==> src/rtl/cpu_pkg.sv <==
// Shared CPU types: operation encoding, multicycle unit request/response and HI/LO controller state.
package cpu_pkg;

  typedef logic [31:0] uint32_t;
  typedef logic [63:0] uint64_t;

  typedef enum logic [3:0] {
    OP_NOP, OP_ADD, OP_SUB, OP_AND, OP_OR,
    OP_MULT, OP_MULTU, OP_DIV, OP_DIVU,
    OP_MTHI, OP_MTLO, OP_MFHI, OP_MFLO
  } op_t;

  typedef struct packed {
    logic    is_multicyc;
    op_t     op;
    uint32_t reg0;
    uint32_t reg1;
    uint64_t hilo;
  } multicyc_req_t;

  typedef struct packed {
    logic    ready;
    logic    valid;
    uint64_t hilo;
  } multicyc_resp_t;

  typedef enum logic [1:0] {MC_IDLE, MC_BUSY, MC_DONE, MC_DRAIN} mc_state_t;

  function automatic logic is_multicyc_op(input op_t op);
    return (op == OP_MULT) || (op == OP_MULTU) || (op == OP_DIV) ||
           (op == OP_DIVU) || (op == OP_MTHI) || (op == OP_MTLO);
  endfunction

  function automatic logic is_mf_op(input op_t op);
    return (op == OP_MFHI) || (op == OP_MFLO);
  endfunction

endpackage

==> src/rtl/multicyc_ctrl.sv <==
// EX-stage controller for the multicycle unit: issues ops, stalls EX until the result lands, owns HI/LO.
// Issue and stall are combinational; hilo commits on the edge that sees a valid response.
module multicyc_ctrl
  import cpu_pkg::*;
(
  input  logic           clk,
  input  logic           rst,
  input  logic           ex_valid,
  input  op_t            ex_op,
  input  uint32_t        ex_reg0,
  input  uint32_t        ex_reg1,
  input  logic           ex_hold,
  input  logic           flush,
  output multicyc_req_t  multicyc_req,
  input  multicyc_resp_t multicyc_resp,
  output logic           ex_stall,
  output uint64_t        hilo,
  output uint32_t        mf_data
);

  mc_state_t state_q, state_d;
  uint64_t   hilo_q, hilo_d;

  logic    op_mc, op_mf, issue, commit, stall_raw;
  uint64_t mf_src;

  assign op_mc = is_multicyc_op(ex_op);
  assign op_mf = is_mf_op(ex_op);
  assign issue = ex_valid & op_mc & ~flush & multicyc_resp.ready;

  always_comb begin
    state_d   = state_q;
    hilo_d    = hilo_q;
    commit    = 1'b0;
    stall_raw = 1'b0;
    unique case (state_q)
      MC_IDLE: begin
        stall_raw = issue | (ex_valid & op_mc & ~multicyc_resp.ready & ~flush);
        if (issue) state_d = MC_BUSY;
      end
      MC_BUSY: begin
        stall_raw = ~multicyc_resp.valid;
        if (multicyc_resp.valid) begin
          if (!flush) begin
            commit  = 1'b1;
            hilo_d  = multicyc_resp.hilo;
            state_d = ex_hold ? MC_DONE : MC_IDLE;
          end else begin
            state_d = MC_IDLE;
          end
        end else if (flush) begin
          state_d = MC_DRAIN;
        end
      end
      // Result already committed while EX is held: wait for the instruction to leave without re-issuing.
      MC_DONE: begin
        if (!ex_hold || flush) state_d = MC_IDLE;
      end
      MC_DRAIN: begin
        stall_raw = ex_valid & (op_mc | op_mf);
        if (multicyc_resp.valid) state_d = MC_IDLE;
      end
      default: state_d = MC_IDLE;
    endcase
  end

  always_ff @(posedge clk or negedge rst) begin
    if (!rst) begin
      state_q <= MC_IDLE;
      hilo_q  <= '0;
    end else begin
      state_q <= state_d;
      hilo_q  <= hilo_d;
    end
  end

  assign mf_src = commit ? multicyc_resp.hilo : hilo_q;

  always_comb begin
    mf_data = '0;
    if (rst) begin
      if (ex_op == OP_MFHI)      mf_data = mf_src[63:32];
      else if (ex_op == OP_MFLO) mf_data = mf_src[31:0];
    end
  end

  assign ex_stall = stall_raw & ~flush & rst;
  assign hilo     = hilo_q;

  assign multicyc_req.is_multicyc = (state_q == MC_IDLE) & issue & rst;
  assign multicyc_req.op          = ex_op;
  assign multicyc_req.reg0        = ex_reg0;
  assign multicyc_req.reg1        = ex_reg1;
  assign multicyc_req.hilo        = hilo_q;

endmodule

==> config.mk <==
export PLATFORM = sky130hd
export DESIGN_NAME = multicyc_ctrl
export DESIGN_NICKNAME = d
export VERILOG_FILES = /design/src/rtl/cpu_pkg.sv /design/src/rtl/multicyc_ctrl.sv
export SDC_FILE = /design/constraint.sdc
export NUM_CORES = 1
export LEC_CHECK = 0
export BUFFER_PORTS_ARGS = -buffer_cell sky130_fd_sc_hd__buf_4
export CELL_PAD_IN_SITES_DETAIL_PLACEMENT = 2
export CELL_PAD_IN_SITES_GLOBAL_PLACEMENT = 2
export CORE_ASPECT_RATIO = 0.7
export CORE_MARGIN = 2
export CORE_UTILIZATION = 21
export CTS_BUF_LIST = sky130_fd_sc_hd__clkbuf_4 sky130_fd_sc_hd__clkbuf_8
export DETAILED_ROUTE_END_ITERATION = 8
export GPL_TIMING_DRIVEN = 0
export PLACE_DENSITY = 0.88
export SLEW_MARGIN = 10
export SYNTH_ARGS = -nofsm -noshare
export SYNTH_HDL_FRONTEND = slang
export SYNTH_SLANG_ARGS = --single-unit
==> constraint.sdc <==
create_clock -name clk -period 3.6 [get_ports clk]
set_clock_uncertainty 0.2 [all_clocks]
set_input_delay 0.18 -clock clk [delete_from_list [all_inputs] [get_ports clk]]
set_output_delay 0.18 -clock clk [all_outputs]
set_load 0.03 [all_outputs]
==> run metrics <==
summed negative setup slack over all endpoints=0 ps; Routability Congestion=0.745; net count after synthesis=536; critical path required time=3220 ps; count of yosys warnings during synthesis=0; Crit Path Max Fanout=70; Critical Setup Path Class=in -> out; Max VDD drop=0.000304 V; number of antenna repair diodes=0; DPL Wire Length=13800 µm; Site Rows=42; number of buffer and inverter stages on the critical path=4; initial core utilization=0.214; most frequent cells in the layout=sky130_fd_sc_hd__buf_4 (435), sky130_fd_sc_hd__dlygate4sd3_1 (68), sky130_fd_sc_hd__dfrtp_1 (66); cell type with the largest total area after synthesis=sky130_fd_sc_hd__dfrtp_1; static leakage power=4.14 nW; total setup violations reported at the end of the flow=0; synthesized area=0.00404 mm²; final critical delay including setup and external delays=3090 ps; # H-tree levels=3; Yosys top cell area share=0.409; count of max-cap constraint violations=0; number of register bits inferred by synthesis=66; RSZ-0062 raised after global routing=false; width of the chip=170 µm; height of the die=120 µm; Max stage delay cell, worst path=sky130_fd_sc_hd__dlygate4sd3_1; Worst Max-Slew Pin Slew=690 ps; first drt pass iteration count=4; number of sinks handled by clock tree synthesis=66; Worst path max stage delay=550 ps; synth unique cells=26; share of the clock period used by the worst path=0.859; Critical Path AT=2710 ps; Routed Antenna Nets=0; grt total ovfl=0; HP Class=in -> reg; clk buf depth=2; fmax=324 MHz; leading cell types by total area after synthesis=sky130_fd_sc_hd__dfrtp_1 (41%), sky130_fd_sc_hd__buf_4 (25%), sky130_fd_sc_hd__mux2i_1 (16%), sky130_fd_sc_hd__inv_1 (6.0%), sky130_fd_sc_hd__o22ai_1 (5.0%); part of the Yosys area used for sequential elements=0.409; type of origin of the critical path=primary input; total vias in the final route=4162; Clk Tree Root Cell=sky130_fd_sc_hd__clkbuf_8; relative area change from synthesis to final layout=86.1%; multi-input combinational cell area=0.00100 mm²; antenna violations before repair=0; number of DRC markers after the initial detailed-route iteration=113; outcome=finished, final reports clean; Filler Cell Count=2038; # IOs=369; clock slew seen by the registers of the worst setup and hold paths=80 ps; max-slew violation count=0; Avg WL per Cell=18.9 µm; wire length of the first global-routing pass=28700 µm; post-layout utilization of the core=0.399; sum of routed wire length over all layers=19400 µm; Die Area=0.0204 mm²; number of nets in the final layout=919; count of buffers from port buffering=304; sequential standard cell area=0.00165 mm²; GRT Util Overall=0.187; cells traversed along the worst timing path=dlygate4sd3_1, buf_6, nand4_1, clkbuf_1, o22ai_1, buf_4; per-instance average area after synthesis=10.2 µm²; hold violation total from the final report=0; Power per Cell Area=602 mW/mm²; cell class contributing the biggest share of worst-path delay=buffers and inverters; leading cell type in the layout, fill and taps excluded=sky130_fd_sc_hd__buf_4; post-DR vias/cell=4.05; largest net degree at the start of global routing=71; number of global-route vias before repair=4828; source-to-sink clock delay at the later pin of the worst-skew pair=340 ps; post-route DRC violation count=0; Placeable Area=0.0189 mm²; TritonCTS Buffers=9; relative slew slack=0.540; TritonCTS clock tree=built; fraction of final layout cells sized beyond drive strength 1=0.589; post-synthesis cell count=397; nature of the critical path endpoint=output port
==> state kept, by name, summed over array words and instances, names as in the netlist <==
signal and cells:
hilo 64, state_q 2
==> tightest hold or removal path, stage by stage <==
cell and delay (ps):
sky130_fd_sc_hd__buf_4 110, sky130_fd_sc_hd__nor3b_1 50, sky130_fd_sc_hd__o21ai_0 150, sky130_fd_sc_hd__nand2_1 60
==> metal layers <==
layer,vias up,GRT usage,routed length (µm)
met1,2069,0.210,7660
met3,18,0.0488,1080
met5,-,0,0
met4,0,0.0390,197
li1,1908,-,-
met2,167,0.354,10500
==> cell families after synthesis <==
group,share of synthesized area
flops,0.409
compound gates,0.0597
mux,0.158
buf+inv,0.343
xor+xnor,0.00217
simple gates,0.0279
==> cell usage after synthesis (all sizes together) <==
library cell / n
inv: 65
o21ai: 3
nand2: 2
mux2i: 64
xor2: 1
nand4: 1
dfrtp: 66
and4bb: 1
buf: 139
nand3: 2
nor2b: 2
and4b: 1
o2bb2ai: 1
nor2: 5
o311a: 1
nor3b: 1
and2b: 1
o22ai: 32
and3: 2
clkbuf: 6
a21o: 1
==> what timing repair did <==
item	4_1_cts	5_1_grt
resized for setup	0	1
hold endpoints to repair	132	0
hold buffers	68	0
buffers inserted	0	0
setup endpoints to repair	0	4
==> power breakdown <==
part | internal, mW | switching, mW
combinational | 1.10 | 1.57
clock | 0.360 | 0.322
sequential | 0.956 | 0.225
==> final timing paths <==
check,startpoint,end,slack [ps],cells past startpoint
setup / recovery,rst,mf_data[3],510,6
hold / removal,flush,state_q[1],40,4
min in group asynchronous,rst,hilo[45],230,2
setup reg to reg,state_q[1],hilo[20],1700,6
max in group asynchronous,rst,hilo[2],2500,2
hold reg to reg,hilo[9],hilo[9],350,2
==> metrics by stage <==
stage,setup slack [ps],cell area (µm²),power [mW],hold slack (ps),instances
after global placement,762,6630,3.69,171,943
after CTS,192,7520,4.54,5.67,1027
final,509,7520,4.53,37.0,1027
after floorplan,1620,4040,2.72,-316,397
after detailed placement,748,6630,3.77,190,943
after global routing,254,7520,4.75,28.1,1027
==> layout make-up <==
| class | instances | share of cell area |
|---|---|---|
| buffer | 145 | 0.152 |
| clock buffer | 11 | 0.0201 |
| clock inverter | 5 | 0.00815 |
| inverter | 65 | 0.0324 |
| multi-input combinational | 121 | 0.133 |
| sequential | 66 | 0.219 |
| tap | 242 | 0.0402 |
| timing repair buffer | 372 | 0.394 |
No activity file was read; power rests on OpenSTA's default activity.
